## config.mk

```make
export PLATFORM = sky130hd
export DESIGN_NAME = barrel_ctl
export DESIGN_NICKNAME = d
export VERILOG_FILES = /design/src/rtl/donkey_pkg.sv /design/src/rtl/barrel_unit.sv /design/src/rtl/barrel_ctl.sv
export SDC_FILE = /design/constraint.sdc
export NUM_CORES = 1
export LEC_CHECK = 0
export ABC_AREA = 1
export BUFFER_PORTS_ARGS = -buffer_cell sky130_fd_sc_hd__buf_2
export CAP_MARGIN = 20
export CORE_UTILIZATION = 30
export DETAILED_ROUTE_END_ITERATION = 16
export PLACE_DENSITY = 0.57
export SYNTH_ARGS = -nofsm -noshare
export SYNTH_HDL_FRONTEND = slang
export SYNTH_SLANG_ARGS = --single-unit
```

## constraint.sdc

```tcl
create_clock -name clk -period 7.3 [get_ports clk]
set_input_delay 0.365 -clock clk [delete_from_list [all_inputs] [get_ports clk]]
set_output_delay 0.365 -clock clk [all_outputs]
set_load 0.05 [all_outputs]
```

## src/rtl/donkey_pkg.sv

```systemverilog
// Shared barrel types, direction encoding, default playfield geometry and the
// spawn LFSR step function used by barrel_ctl when BARREL_LFSR_SPAWN_EN is defined.
package donkey_pkg;

    localparam int COORD_W = 11;
    typedef logic [COORD_W-1:0] coord_t;

    typedef enum logic [1:0] {
        IDLE = 2'd0,
        ROLL = 2'd1,
        FALL = 2'd2
    } barrel_state_t;

    localparam logic BARREL_DIR_R = 1'b0;
    localparam logic BARREL_DIR_L = 1'b1;

    localparam coord_t DEF_SPAWN_X        = 11'd200;
    localparam coord_t DEF_SPAWN_Y        = 11'd150;
    localparam coord_t DEF_X_MIN          = 11'd100;
    localparam coord_t DEF_X_MAX          = 11'd900;
    localparam coord_t DEF_PLATFORM_PITCH = 11'd100;
    localparam coord_t DEF_FLOOR_Y        = 11'd650;
    localparam coord_t DEF_ROLL_STEP      = 11'd2;
    localparam coord_t DEF_FALL_STEP      = 11'd4;

    localparam logic [15:0] LFSR_SEED = 16'hACE1;

    // Fibonacci LFSR, taps 16,14,13,11.
    function automatic logic [15:0] lfsr_next(input logic [15:0] s);
        return {s[14:0], s[15] ^ s[13] ^ s[12] ^ s[10]};
    endfunction

endpackage

```

## src/rtl/barrel_unit.sv

```systemverilog
// One barrel slot: IDLE/ROLL/FALL state machine with its x, y, direction and
// fall-target registers; all outputs are flops updated only on run ticks.
module barrel_unit
    import donkey_pkg::*;
#(
    parameter coord_t SPAWN_X        = DEF_SPAWN_X,
    parameter coord_t SPAWN_Y        = DEF_SPAWN_Y,
    parameter coord_t X_MIN          = DEF_X_MIN,
    parameter coord_t X_MAX          = DEF_X_MAX,
    parameter coord_t PLATFORM_PITCH = DEF_PLATFORM_PITCH,
    parameter coord_t FLOOR_Y        = DEF_FLOOR_Y,
    parameter coord_t ROLL_STEP      = DEF_ROLL_STEP,
    parameter coord_t FALL_STEP      = DEF_FALL_STEP
) (
    input  logic   clk,
    input  logic   rst,
    input  logic   clear,
    input  logic   run,
    input  logic   tick,
    input  logic   spawn,
    output logic   active,
    output coord_t xpos,
    output coord_t ypos
);

    barrel_state_t state;
    logic          dir;
    coord_t        y_target;

    // NOTE: state registers use non-blocking assignments so every flop samples pre-edge values.
    always_ff @(posedge clk or posedge rst) begin
        if (rst) begin
            state    <= IDLE;
            active   <= 1'b0;
            dir      <= BARREL_DIR_R;
            xpos     <= '0;
            ypos     <= '0;
            y_target <= '0;
        end else if (clear) begin
            state    <= IDLE;
            active   <= 1'b0;
            dir      <= BARREL_DIR_R;
            xpos     <= '0;
            ypos     <= '0;
            y_target <= '0;
        end else if (run && tick) begin
            case (state)
                IDLE: begin
                    if (spawn) begin
                        state  <= ROLL;
                        active <= 1'b1;
                        dir    <= BARREL_DIR_R;
                        xpos   <= SPAWN_X;
                        ypos   <= SPAWN_Y;
                    end
                end
                ROLL: begin
                    // Edge test before the add/subtract so the coordinate never wraps.
                    if (dir == BARREL_DIR_R && xpos + ROLL_STEP < X_MAX) begin
                        xpos <= xpos + ROLL_STEP;
                    end else if (dir == BARREL_DIR_L && xpos > X_MIN + ROLL_STEP) begin
                        xpos <= xpos - ROLL_STEP;
                    end else begin
                        xpos <= (dir == BARREL_DIR_R) ? X_MAX : X_MIN;
                        if (ypos == FLOOR_Y) begin
                            state  <= IDLE;
                            active <= 1'b0;
                        end else begin
                            state    <= FALL;
                            y_target <= ypos + PLATFORM_PITCH;
                        end
                    end
                end
                FALL: begin
                    if (ypos + FALL_STEP >= y_target) begin
                        ypos  <= y_target;
                        state <= ROLL;
                        dir   <= ~dir;
                    end else begin
                        ypos <= ypos + FALL_STEP;
                    end
                end
                default: begin
                    state  <= IDLE;
                    active <= 1'b0;
                end
            endcase
        end
    end

endmodule

```

## src/rtl/barrel_ctl.sv

```systemverilog
// Barrel feeder: frame tick, spawn timer/arbiter and BARRELS slot instances.
// Define BARREL_LFSR_SPAWN_EN to jitter the spawn period with a 16-bit LFSR.
module barrel_ctl
    import donkey_pkg::*;
#(
    parameter int     BARRELS        = 5,
    parameter int     SPAWN_PERIOD   = 120,
    parameter coord_t SPAWN_X        = DEF_SPAWN_X,
    parameter coord_t SPAWN_Y        = DEF_SPAWN_Y,
    parameter coord_t X_MIN          = DEF_X_MIN,
    parameter coord_t X_MAX          = DEF_X_MAX,
    parameter coord_t PLATFORM_PITCH = DEF_PLATFORM_PITCH,
    parameter coord_t FLOOR_Y        = DEF_FLOOR_Y,
    parameter coord_t ROLL_STEP      = DEF_ROLL_STEP,
    parameter coord_t FALL_STEP      = DEF_FALL_STEP
) (
    input  logic                       clk,
    input  logic                       rst,
    input  logic                       start_game,
    input  logic                       animation,
    input  logic                       vblnk,
    output logic [BARRELS-1:0]         barrel,
    output logic [BARRELS-1:0][10:0]   xpos,
    output logic [BARRELS-1:0][10:0]   ypos,
    output logic [7:0]                 spawn_cnt
);

    localparam logic [15:0] PERIOD_BASE = 16'(SPAWN_PERIOD);

    logic               vblnk_d;
    logic               tick;
    logic               run;
    logic               clear;
    logic [15:0]        frame_cnt;
    logic [15:0]        period;
    logic [BARRELS-1:0] spawn_sel;
    logic               slot_free;
    logic               spawn_due;

    assign run       = start_game && !animation;
    assign clear     = !start_game;
    assign spawn_due = tick && run && (frame_cnt + 16'd1 == period);

    always_ff @(posedge clk or posedge rst) begin
        if (rst) begin
            vblnk_d <= 1'b0;
            tick    <= 1'b0;
        end else begin
            vblnk_d <= vblnk;
            tick    <= vblnk && !vblnk_d;
        end
    end

    // NOTE: defaults first so no path through the loop leaves a latch.
    always_comb begin
        spawn_sel = '0;
        slot_free = 1'b0;
        for (int i = 0; i < BARRELS; i++) begin
            if (!slot_free && !barrel[i]) begin
                spawn_sel[i] = 1'b1;
                slot_free    = 1'b1;
            end
        end
    end

    always_ff @(posedge clk or posedge rst) begin
        if (rst) begin
            frame_cnt <= '0;
            spawn_cnt <= '0;
        end else if (clear) begin
            frame_cnt <= '0;
            spawn_cnt <= '0;
        end else if (run && tick) begin
            if (spawn_due) begin
                frame_cnt <= '0;
                if (slot_free && spawn_cnt != 8'hFF) begin
                    spawn_cnt <= spawn_cnt + 8'd1;
                end
            end else begin
                frame_cnt <= frame_cnt + 16'd1;
            end
        end
    end

`ifdef BARREL_LFSR_SPAWN_EN
    logic [15:0] lfsr;

    // The effective period is latched from the LFSR at every reload.
    always_ff @(posedge clk or posedge rst) begin
        if (rst) begin
            lfsr   <= LFSR_SEED;
            period <= PERIOD_BASE + {11'd0, LFSR_SEED[4:0]};
        end else if (clear) begin
            period <= PERIOD_BASE + {11'd0, lfsr[4:0]};
        end else if (run && tick) begin
            lfsr <= lfsr_next(lfsr);
            if (spawn_due) begin
                period <= PERIOD_BASE + {11'd0, lfsr[4:0]};
            end
        end
    end
`else
    assign period = PERIOD_BASE;
`endif

    for (genvar i = 0; i < BARRELS; i++) begin : g_slot
        barrel_unit #(
            .SPAWN_X        (SPAWN_X),
            .SPAWN_Y        (SPAWN_Y),
            .X_MIN          (X_MIN),
            .X_MAX          (X_MAX),
            .PLATFORM_PITCH (PLATFORM_PITCH),
            .FLOOR_Y        (FLOOR_Y),
            .ROLL_STEP      (ROLL_STEP),
            .FALL_STEP      (FALL_STEP)
        ) u_unit (
            .clk    (clk),
            .rst    (rst),
            .clear  (clear),
            .run    (run),
            .tick   (tick),
            .spawn  (spawn_due && spawn_sel[i]),
            .active (barrel[i]),
            .xpos   (xpos[i]),
            .ypos   (ypos[i])
        );
    end

endmodule
```

==> results of run 1 <==
-- worst max-delay path: stages, from the launching register on --
cell	delay, ns
dfrtp_1	0.42
ha_1	0.19
nand2_1	0.06
inv_1	0.11
nand2_1	0.10
nor3_1	0.29
nand2_1	0.12
xor2_1	0.15
inv_1	0.07
ha_1	0.30
a21oi_1	0.13
o21ai_0	0.09
a21oi_1	0.12
nand2_1	0.06
nor2_1	0.39
inv_1	0.33
o21ai_0	0.25
a21oi_1	0.06
nand2_1	0.07
o21ai_0	0.08
-- how the worst min path moves through the flow --
stage,slack [ns],cells after the start,end,start
floorplan,0.38,1,tick,vblnk_d
global placement,0.38,1,tick,vblnk_d
detailed placement,0.39,1,tick,vblnk_d
CTS,0.21,3,g_slot[2].u_unit.xpos[7],start_game
global route,0.22,3,g_slot[2].u_unit.xpos[7],start_game
finish,0.23,3,g_slot[2].u_unit.xpos[7],start_game
-- per-layer routing --
layer	GRT usage [%]	vias up	part of all wire (%)
met5	0	-	0
met3	2.862	60	6.0
met4	4.926	0	2.1
met2	28.21	363	45
li1	-	7361	-
met1	23.59	6881	47
-- flip-flops by register name, indices dropped and copies added (netlist names) --
signal / count
g_slot.u_unit.y_target: 55
g_slot.u_unit.ypos: 55
g_slot.u_unit.xpos: 50
frame_cnt: 16
g_slot.u_unit.state: 10
spawn_cnt: 8
g_slot.u_unit.active: 5
g_slot.u_unit.dir: 5
tick: 1
vblnk_d: 1
-- power by group through the flow --
stage          logic (mW)  registers (mW)  clock network (mW)
4_1_cts              2.04            1.52                1.61
6_report             2.04            1.52                1.56
2_1_floorplan        1.30            1.78                   0
5_1_grt              2.29            1.55                1.65
3_5_place_dp         2.02            1.54                   0
3_3_place_gp         2.02            1.53                   0
-- cell families after synthesis --
| group | share of synthesized area [%] |
|---|---|
| flops | 34.19 |
| compound gates | 14.89 |
| xor+xnor | 4.647 |
| other cells | 0.02487 |
| simple gates | 29.96 |
| buf+inv | 9.817 |
| fa+ha+maj | 6.473 |
-- what timing repair did --
item / CTS / global route
setup endpoints to repair: 0 / 0
hold buffers: 2 / 0
endpoints found under the hold margin: 83 / 0
-- final cells by class --
type	count	area [um^2]	area share, %
clock buffers	31	710.7	4.113
well taps	664	830.8	4.808
inverters	294	1111	6.431
multi-input cells	1609	8458	48.95
repair buffers	131	683.2	3.954
flip-flops and latches	206	5155	29.84
clock inverters	18	329.1	1.905
-- cell usage in the layout (no fill, tap or decap), types with 3 or more instances in the layout --
cell       count
nand2_1      519
inv_1        289
nor2_1       227
dfrtp_1      206
o21ai_0      193
nand3_1      145
buf_2        122
a21oi_1      104
ha_1          78
xor2_1        74
nand4_1       71
o22ai_1       47
nor3_1        27
clkbuf_16     27
o211ai_1      23
o21ai_1       14
nand2_2       10
bufinv_16      9
nor4_1         8
nor2_4         7
buf_4          7
xnor2_1        6
o31ai_1        6
o21ai_2        5
conb_1         5
clkinv_2       5
or2_2          4
nand3_2        3
o21a_1         3
a31oi_1        3
and3_1         3
nor2_8         3
==> flow_metrics.env, run 1 <==
export IMPL_outcome="complete, no violations"
export IMPL_grt_max_degree=85
export IMPL_die_height_um=226.2
export IMPL_die_width_um=226.2
export IMPL_crit_arrival_ns=3.92
export IMPL_netlist_instances=2174
export IMPL_synth_edf_count=0
export IMPL_internal_power_mw=2.834
export IMPL_seq_power_share_pct=29.7
export IMPL_post_cts_buffers=0
export IMPL_endpoint_kind="flip-flop"
export IMPL_rsz0062_at_grt="no"
export IMPL_antenna_left=0
export IMPL_post_synth_top_count_cell="nand2_1"
export IMPL_synth_area_um2=15080
export IMPL_setup_violations=0
export IMPL_grt_usage_pct=17.37
export IMPL_cts_sinks=206
export IMPL_avgViaCountPerCell=4.966
export IMPL_nFillCells=5291
export IMPL_tns_ns=0
export IMPL_pwr_density_cell_nw_per_um2=296.5
export IMPL_core_area_um2=49250
export IMPL_seq_area_frac_synth_pct=34.19
export IMPL_fmax_mhz=285.2
export IMPL_synthTopCellsByArea="dfrtp_1, nand2_1, inv_1, ha_1, o21ai_0"
export IMPL_worst_slack_ns=3.794
export IMPL_whs_ns=0.2339
export IMPL_p_sw_share_pct=44.67
export IMPL_synth_seq_cells=206
export IMPL_rows=81
export IMPL_fin_skew_ns=0.01266
export IMPL_worstMarginPinSlew_ns=0.9015
export IMPL_leakage_nw=8.495
export IMPL_dp_cells=2902
export IMPL_fin_crit_sh_pct=48.03
export IMPL_async_flop_share_pct=100.0
export IMPL_relSlewSlack_pct=39.90
export IMPL_critical_path_class="reg2reg"
export IMPL_drv_slew=0
export IMPL_io_pins=128
export IMPL_synthTopCellsByCount="nand2_1, inv_1, nor2_1, dfrtp_1, o21ai_0"
export IMPL_yosysUniqueCellTypes=47
export IMPL_synth_top_area_share_pct=34.19
export IMPL_place_ws_ns=3.694
export IMPL_die_area_um2=51160
export IMPL_post_dp_cell_area_um2=16220
export IMPL_start_kind="flip-flop"
export IMPL_reg2reg_from="g_slot[1].u_unit.ypos[2]"
export IMPL_power_frac_clock_pct=30.5
export IMPL_reg2regPathDepth=19
export IMPL_antennaDiodeCount=0
export IMPL_hold_viol=0
export IMPL_drt_pass1_iterations=6
export IMPL_irDropWorstVdd_mv=0.1153
export IMPL_grt_pass1_wl_um=73000
export IMPL_numCtsBuffers=27
export IMPL_wl_um=44060
export IMPL_clk_pin_slew_worst_paths_ns=0.06
export IMPL_fin_crit_ns=3.506
export IMPL_yosysWarningCount=0
export IMPL_r2r_setup_slack_ns=3.79
export IMPL_clockBufferDepth=3
export IMPL_cts_tree="built"
export IMPL_postSynthAreaPerCell_um2=6.936
export IMPL_p_switching_mw=2.289
export IMPL_first_iter_violations=903
export IMPL_postCtsResizedCells=0
export IMPL_r2r_end="g_slot[1].u_unit.ypos[8]"
export IMPL_cts_root_buffer="clkbuf_16"
export IMPL_cp_startpoint="g_slot[1].u_unit.ypos[2]"
export IMPL_first_global_vias=14107
export IMPL_synth_area_leader_cell="dfrtp_1"
export IMPL_final_util_pct=35.08
export IMPL_grt_antenna_before_repair=0
export IMPL_place_hpwl_um=32180
export IMPL_hold_path_class="in2reg"
export IMPL_overflow=0
export IMPL_cp_max_fo=12
export IMPL_required_ns=7.71
export IMPL_start_util_pct=30.61
export IMPL_cap_violations=0
export IMPL_drcViolationCount=0
export IMPL_fin_nets=2352
export IMPL_fin_area_um2=17280
export IMPL_drive_above_1_share_pct=9.567
export IMPL_power_mw=5.123
export IMPL_instances_no_fill=2953
export IMPL_clkLatencyLatePin_ns=0.54
export IMPL_cp_endpoint="g_slot[1].u_unit.ypos[8]"
export IMPL_wl_per_cell_um=14.92
export IMPL_synth_ff_type="dfrtp_1"
export IMPL_htree_levels=1
export IMPL_io_buffers=122
export IMPL_combPwrFrac_pct=39.8
export IMPL_area_delta_synth_final_pct=14.59
export IMPL_gp_congestion=0.9033
export IMPL_vias=14665
Note: power is estimated with default switching activity, not from simulation.
==> inputs of run 2 (changes only) <==
==> constraint.sdc (replaced) <==
create_clock -name clk -period 3.3 [get_ports clk]
set_input_delay 0.165 -clock clk [delete_from_list [all_inputs] [get_ports clk]]
set_output_delay 0.165 -clock clk [all_outputs]
set_load 0.05 [all_outputs]
==> run 2 against run 1 <==
Net effect:
- sequential power increased by 120%
- sequential share of layout area fell by 0.26 points
- wire length grew 0.43%
- worst hold slack got worse by 0.080 ns
- final cell count up 1.0%
- non-clock buffer count increased by 29
- critical path depth up 1
- critical path type unchanged
- critical endpoint is now g_slot[3].u_unit.ypos[3]
- largest cell class unchanged
==> flow_metrics.env, run 2 (synthesis gave the netlist of run 1 again) <==
export IMPL_pwr_density_cell_nw_per_um2=635.1
export IMPL_antenna_left=0
export IMPL_p_sw_share_pct=46.15
export IMPL_fin_area_um2=17440
export IMPL_overflow=0
export IMPL_critical_path_class="reg2reg"
export IMPL_antennaDiodeCount=0
export IMPL_final_common_cell="nand2_1"
export IMPL_critPathSlowestCell="dfrtp_1"
export IMPL_cp_top_family="simple AND/OR/NAND/NOR gates"
export IMPL_vias=14825
export IMPL_first_global_vias=13847
export IMPL_drt_pass1_iterations=7
export IMPL_power_mw=11.08
export IMPL_place_hpwl_um=32410
export IMPL_io_pins=128
export IMPL_start_util_pct=30.61
export IMPL_worstPathCellList="ha_1 > nand2_1 > inv_1 > nand3_1 > nor3_1 > or2_2 > nand2_1 > inv_1 > ha_1 > a21oi_1 > o21ai_0 > a21oi_1 > nand2_1 > nor2_1 > inv_2 > nor2_1 > inv_1 > o21ai_0 > nand2_1 > o21ai_1"
export IMPL_fin_skew_ns=0.01743
export IMPL_post_dp_cell_area_um2=16470
export IMPL_die_height_um=226.2
export IMPL_wl_per_cell_um=14.83
export IMPL_drcViolationCount=0
export IMPL_rsz0062_at_grt="no"
export IMPL_multi_input_area_um2=8492
export IMPL_clk_pin_slew_worst_paths_ns=0.06
export IMPL_hold_path_class="in2async"
export IMPL_area_delta_synth_final_pct=15.67
export IMPL_htree_levels=1
export IMPL_combPwrFrac_pct=43.1
export IMPL_grt_antenna_before_repair=0
export IMPL_cts_sinks=206
export IMPL_final_cell_mix="nand2_1, inv_1, nor2_1, dfrtp_1, o21ai_0"
export IMPL_gp_congestion=0.9118
export IMPL_fin_nets=2382
export IMPL_start_kind="flip-flop"
export IMPL_largestRegisters="g_slot.u_unit.y_target: 55 flops, g_slot.u_unit.ypos: 55 flops, g_slot.u_unit.xpos: 50 flops"
export IMPL_die_width_um=226.2
export IMPL_numCtsBuffers=28
export IMPL_clkLatencyLatePin_ns=0.56
export IMPL_grt_pass1_wl_um=71750
export IMPL_fin_crit_sh_pct=90.89
export IMPL_cp_common_cell="nand2_1"
export IMPL_irDropWorstVdd_mv=0.3568
export IMPL_r2r_end="g_slot[3].u_unit.ypos[3]"
export IMPL_hold_viol=0
export IMPL_place_ws_ns=0.2145
export IMPL_reg2reg_from="g_slot[3].u_unit.ypos[3]"
export IMPL_seq_power_share_pct=30.2
export IMPL_cp_max_fo=12
export IMPL_endpoint_kind="flip-flop"
export IMPL_drive_above_1_share_pct=10.99
export IMPL_worstMarginPinSlew_ns=0.7301
export IMPL_whs_ns=0.1535
export IMPL_io_buffers=122
export IMPL_fmax_mhz=333.4
export IMPL_r2r_setup_slack_ns=0.30
export IMPL_first_iter_violations=1075
export IMPL_slowest_delay_ns=0.41
export IMPL_fin_crit_ns=2.999
export IMPL_setup_violations=0
export IMPL_nFillCells=5321
export IMPL_grt_max_degree=78
export IMPL_internal_power_mw=5.965
export IMPL_crit_buf_inv=4
export IMPL_relSlewSlack_pct=51.15
export IMPL_avgViaCountPerCell=4.968
export IMPL_final_util_pct=35.41
export IMPL_power_frac_clock_pct=26.7
export IMPL_required_ns=3.78
export IMPL_worst_slack_ns=0.3006
export IMPL_rows=81
export IMPL_grt_usage_pct=17.14
export IMPL_wl_um=44250
export IMPL_cts_tree="built"
export IMPL_die_area_um2=51160
export IMPL_p_switching_mw=5.112
export IMPL_core_area_um2=49250
export IMPL_drv_slew=0
export IMPL_cts_root_buffer="clkbuf_16"
export IMPL_regArea_um2=5157
export IMPL_clockBufferDepth=3
export IMPL_cap_violations=0
export IMPL_outcome="complete, no violations"
export IMPL_tns_ns=0
export IMPL_reg2regPathDepth=20
export IMPL_dp_cells=2929
export IMPL_leakage_nw=8.574
export IMPL_crit_arrival_ns=3.48
export IMPL_instances_no_fill=2984
==> run 2: layer usage <==
metal / wire length [um] / part of all wire [%] / global-route usage, % / vias to the layer above
met2: 20170 / 46 / 27.64 / 363
met4: 798 / 1.8 / 4.425 / 0
met3: 2342 / 5.3 / 2.394 / 55
li1: - / - / - / 7402
met5: 0 / 0 / 0 / -
met1: 20940 / 47 / 23.87 / 7005
==> run 2: cell type report <==
type / instances / area share (%)
clock buffer: 46 / 4.986
clock inverter: 5 / 0.1722
inverter: 294 / 6.349
multi-input combinational: 1609 / 48.69
sequential: 206 / 29.57
tap: 664 / 4.764
timing repair buffer: 160 / 5.467
==> run 2: tightest hold or removal path: stages <==
cell and delay (ns):
dlygate4sd3_1 0.53, buf_2 0.13, clkinvlp_4 0.29
==> run 2: timing repair <==
| item | in CTS | in global routing |
|---|---|---|
| setup buffers | 0 | 1 |
| setup endpoints to repair | 0 | 40 |
| gates resized for setup | 0 | 12 |
| hold buffers | 3 | 0 |
| hold endpoints to repair | 68 | 0 |
==> run 2: worst max path at each step <==
stage	start	endpoint	depth (start not counted)
floorplan	g_slot[3].u_unit.ypos[2]	g_slot[3].u_unit.ypos[6]	20
global placement	g_slot[0].u_unit.ypos[2]	g_slot[0].u_unit.ypos[0]	15
detailed placement	g_slot[1].u_unit.ypos[2]	g_slot[1].u_unit.ypos[8]	19
CTS	g_slot[1].u_unit.ypos[3]	g_slot[1].u_unit.ypos[9]	19
global route	g_slot[1].u_unit.ypos[3]	g_slot[1].u_unit.ypos[9]	19
finish	g_slot[3].u_unit.ypos[3]	g_slot[3].u_unit.ypos[3]	20
==> run 2: power by group through the flow <==
| stage | Combinational, mW | Sequential [mW] | Clock [mW] |
|---|---|---|---|
| floorplan | 2.87 | 3.95 | 0 |
| global placement | 4.68 | 3.38 | 0 |
| detailed placement | 4.68 | 3.38 | 0 |
| CTS | 4.71 | 3.34 | 3.09 |
| global route | 5.28 | 3.41 | 3.18 |
| finish | 4.77 | 3.34 | 2.96 |
==> inputs of run 3 (changes only) <==
--- a/config.mk
+++ b/config.mk
@@ -5,7 +5,6 @@
 export SDC_FILE = /design/constraint.sdc
 export NUM_CORES = 1
 export LEC_CHECK = 0
-export ABC_AREA = 1
 export BUFFER_PORTS_ARGS = -buffer_cell sky130_fd_sc_hd__buf_2
 export CAP_MARGIN = 20
 export CORE_UTILIZATION = 30
==> run 3 against run 2 <==
Net effect:
- critical path depth is 8 lower
- sequential power is 20% lower
- sequential share of layout area is 0.54 points lower
- clock power is 2% higher
- largest power group is now clock
- via count is 2.8% lower
- sequential cell count stayed put
- count of clock-buffer cells in the layout stayed put
- total power is 42% lower
- fmax is 3.3% lower
- highest routed layer is now met5
- final cell count is 10% lower
- non-clock buffer count is 43 higher
- critical path type unchanged
==> flow_metrics.env, run 3 <==
export IMPL_outcome="complete, no violations"
export IMPL_fin_skew_ns=0.01482
export IMPL_core_area_um2=50170
export IMPL_whs_ns=0.1949
export IMPL_yosysWarningCount=0
export IMPL_regArea_um2=5170
export IMPL_grt_max_degree=89
export IMPL_leakage_nw=7.880
export IMPL_fin_nets=2062
export IMPL_fmax_mhz=322.4
export IMPL_drv_slew=0
export IMPL_synth_area_leader_cell="dfrtp_1"
export IMPL_start_util_pct=30.46
export IMPL_fin_crit_sh_pct=93.99
export IMPL_drive_above_1_share_pct=15.09
export IMPL_wl_per_cell_um=16.93
export IMPL_worstPathCellList="ha_1 > nand2_1 > or3_1 > xnor2_1 > ha_1 > or2_2 > a221oi_1 > o21a_2 > buf_4 > a21oi_1 > or3_1 > a21oi_1"
export IMPL_die_height_um=227.7
export IMPL_first_global_vias=13865
export IMPL_post_synth_top_count_cell="nand2_1"
export IMPL_first_iter_violations=1034
export IMPL_required_ns=3.79
export IMPL_postSynthAreaPerCell_um2=8.103
export IMPL_hold_viol=0
export IMPL_netlist_instances=1886
export IMPL_synth_seq_cells=206
export IMPL_worstMarginPinSlew_ns=0.9477
export IMPL_cap_violations=0
export IMPL_reg2reg_from="g_slot[1].u_unit.ypos[2]"
export IMPL_fin_crit_ns=3.102
export IMPL_final_cell_mix="nand2_1, dfrtp_1, o21ai_0, inv_1, nor2_1"
export IMPL_crit_buf_inv=1
export IMPL_relSlewSlack_pct=36.69
export IMPL_synthTopCellsByCount="nand2_1, dfrtp_1, o21ai_0, inv_1, nor2_1"
export IMPL_fin_area_um2=17810
export IMPL_die_area_um2=51850
export IMPL_async_flop_share_pct=100.0
export IMPL_wl_um=45250
export IMPL_endpoint_kind="flip-flop"
export IMPL_numCtsBuffers=28
export IMPL_hold_path_class="in2reg"
export IMPL_cp_top_family="simple AND/OR/NAND/NOR gates"
export IMPL_vias=14415
export IMPL_cp_max_fo=13
export IMPL_clkLatencyLatePin_ns=0.56
export IMPL_cts_root_buffer="clkbuf_16"
export IMPL_irDropWorstVdd_mv=0.3549
export IMPL_grt_usage_pct=17.02
export IMPL_critPathSlowestCell="dfrtp_2"
export IMPL_htree_levels=1
export IMPL_rows=82
export IMPL_cts_sinks=206
export IMPL_die_width_um=227.7
export IMPL_io_pins=128
export IMPL_drcViolationCount=0
export IMPL_largestRegisters="g_slot.u_unit.y_target: 55 flops, g_slot.u_unit.ypos: 55 flops, g_slot.u_unit.xpos: 50 flops"
export IMPL_synth_area_um2=15280
export IMPL_place_hpwl_um=32200
export IMPL_clockBufferDepth=3
export IMPL_synth_ff_type="dfrtp_1"
export IMPL_critical_path_class="reg2reg"
export IMPL_synthTopCellsByArea="dfrtp_1, ha_1, nand2_1, o21ai_0, nand3_1"
export IMPL_synth_edf_count=0
export IMPL_drt_pass1_iterations=5
export IMPL_final_common_cell="nand2_1"
export IMPL_io_buffers=122
export IMPL_crit_arrival_ns=3.59
export IMPL_start_kind="flip-flop"
export IMPL_gp_congestion=0.9172
export IMPL_antenna_left=0
export IMPL_hp_start="start_game"
export IMPL_area_delta_synth_final_pct=16.51
export IMPL_setup_violations=0
export IMPL_avgViaCountPerCell=5.393
export IMPL_clk_pin_slew_worst_paths_ns=0.06
export IMPL_yosysUniqueCellTypes=88
export IMPL_grt_antenna_before_repair=1
export IMPL_grt_pass1_wl_um=74360
export IMPL_synth_top_area_share_pct=33.73
export IMPL_cts_tree="built"
export IMPL_multi_input_area_um2=9125
export IMPL_antennaDiodeCount=0
export IMPL_seq_area_frac_synth_pct=33.73
export IMPL_pwr_density_cell_nw_per_um2=362.1
export IMPL_post_dp_cell_area_um2=16800
export IMPL_nFillCells=5232
export IMPL_rsz0062_at_grt="yes"
export IMPL_cp_startpoint="g_slot[1].u_unit.ypos[2]"
export IMPL_overflow=0
export IMPL_slowest_delay_ns=0.41
==> run 3: cells by family after synthesis <==
logic type | synth area share, %
xor gates and xnor gates | 5.846
adders and majority gates | 6.386
other | 0.02454
and+or+nand+nor | 22.41
buffers and inverters | 7.033
AOI/OAI and AO/OA | 21.47
muxes | 3.103
DFF | 33.73
==> run 3: area by class of cell <==
cell class,instances,area share [%]
flip-flops and latches,206,29.04
repair buffers,203,7.167
well taps,672,4.722
clock buffers,46,4.827
inverters,126,2.677
clock inverters,6,0.3232
multi-input cells,1414,51.25
==> run 3: report_power, final <==
group | internal, mW | leakage, nW | switching, mW
registers | 2.57 | 2.83 | 0.0923
logic | 0.241 | 4.60 | 0.532
clock network | 1.84 | 0.449 | 1.17
total | 4.65 | 7.88 | 1.80
==> run 3: worst paths after layout <==
kind | slack (ns) | cells after the start | to
setup / recovery | 0.20 | 12 | g_slot[1].u_unit.ypos[5]
hold / removal | 0.19 | 4 | g_slot[1].u_unit.y_target[7]
setup reg to reg | 0.20 | 12 | g_slot[1].u_unit.ypos[5]
hold reg to reg | 0.39 | 1 | tick
max in group asynchronous | 2.04 | 4 | g_slot[4].u_unit.ypos[5]
min in group asynchronous | 0.37 | 3 | g_slot[3].u_unit.xpos[5]
==> run 3: layer usage <==
metal  routed length [um]  share of wire (%)  global-route usage [%]  up-vias
li1                     -                  -                       -     6941
met4                  959                2.1                   3.970        2
met3                 2622                5.8                   3.188       62
met2                20790                 46                   27.47      388
met5                   12              0.027                       0        -
met1                20870                 46                   23.39     7022
==> run 3: timing repair <==
action | in CTS | in global routing
setup endpoints to repair | 0 | 69
hold buffers | 2 | 0
setup buffers | 0 | 3
resized for setup | 0 | 15
endpoints found under the hold margin | 35 | 0
==> run 3: tightest hold or removal path, stage by stage <==
cell and delay [ns]:
buf_4 0.14, buf_12 0.22, nand2_1 0.12, mux2i_1 0.06
==> run 3: through the flow <==
step                std cells  utilization (%)  setup WS [ns]  TNS [ns]  total power [mW]
finish                   2673            35.49         0.1985         0             6.448
floorplan                1890                -      0.0002753         0             3.253
detailed placement       2616            33.49        0.09361         0             3.479
global route             2673            35.49       -0.02208  -0.03420             6.745
CTS                      2670            35.36        0.05429         0             6.556
global placement         2616            33.49         0.1565         0             3.466
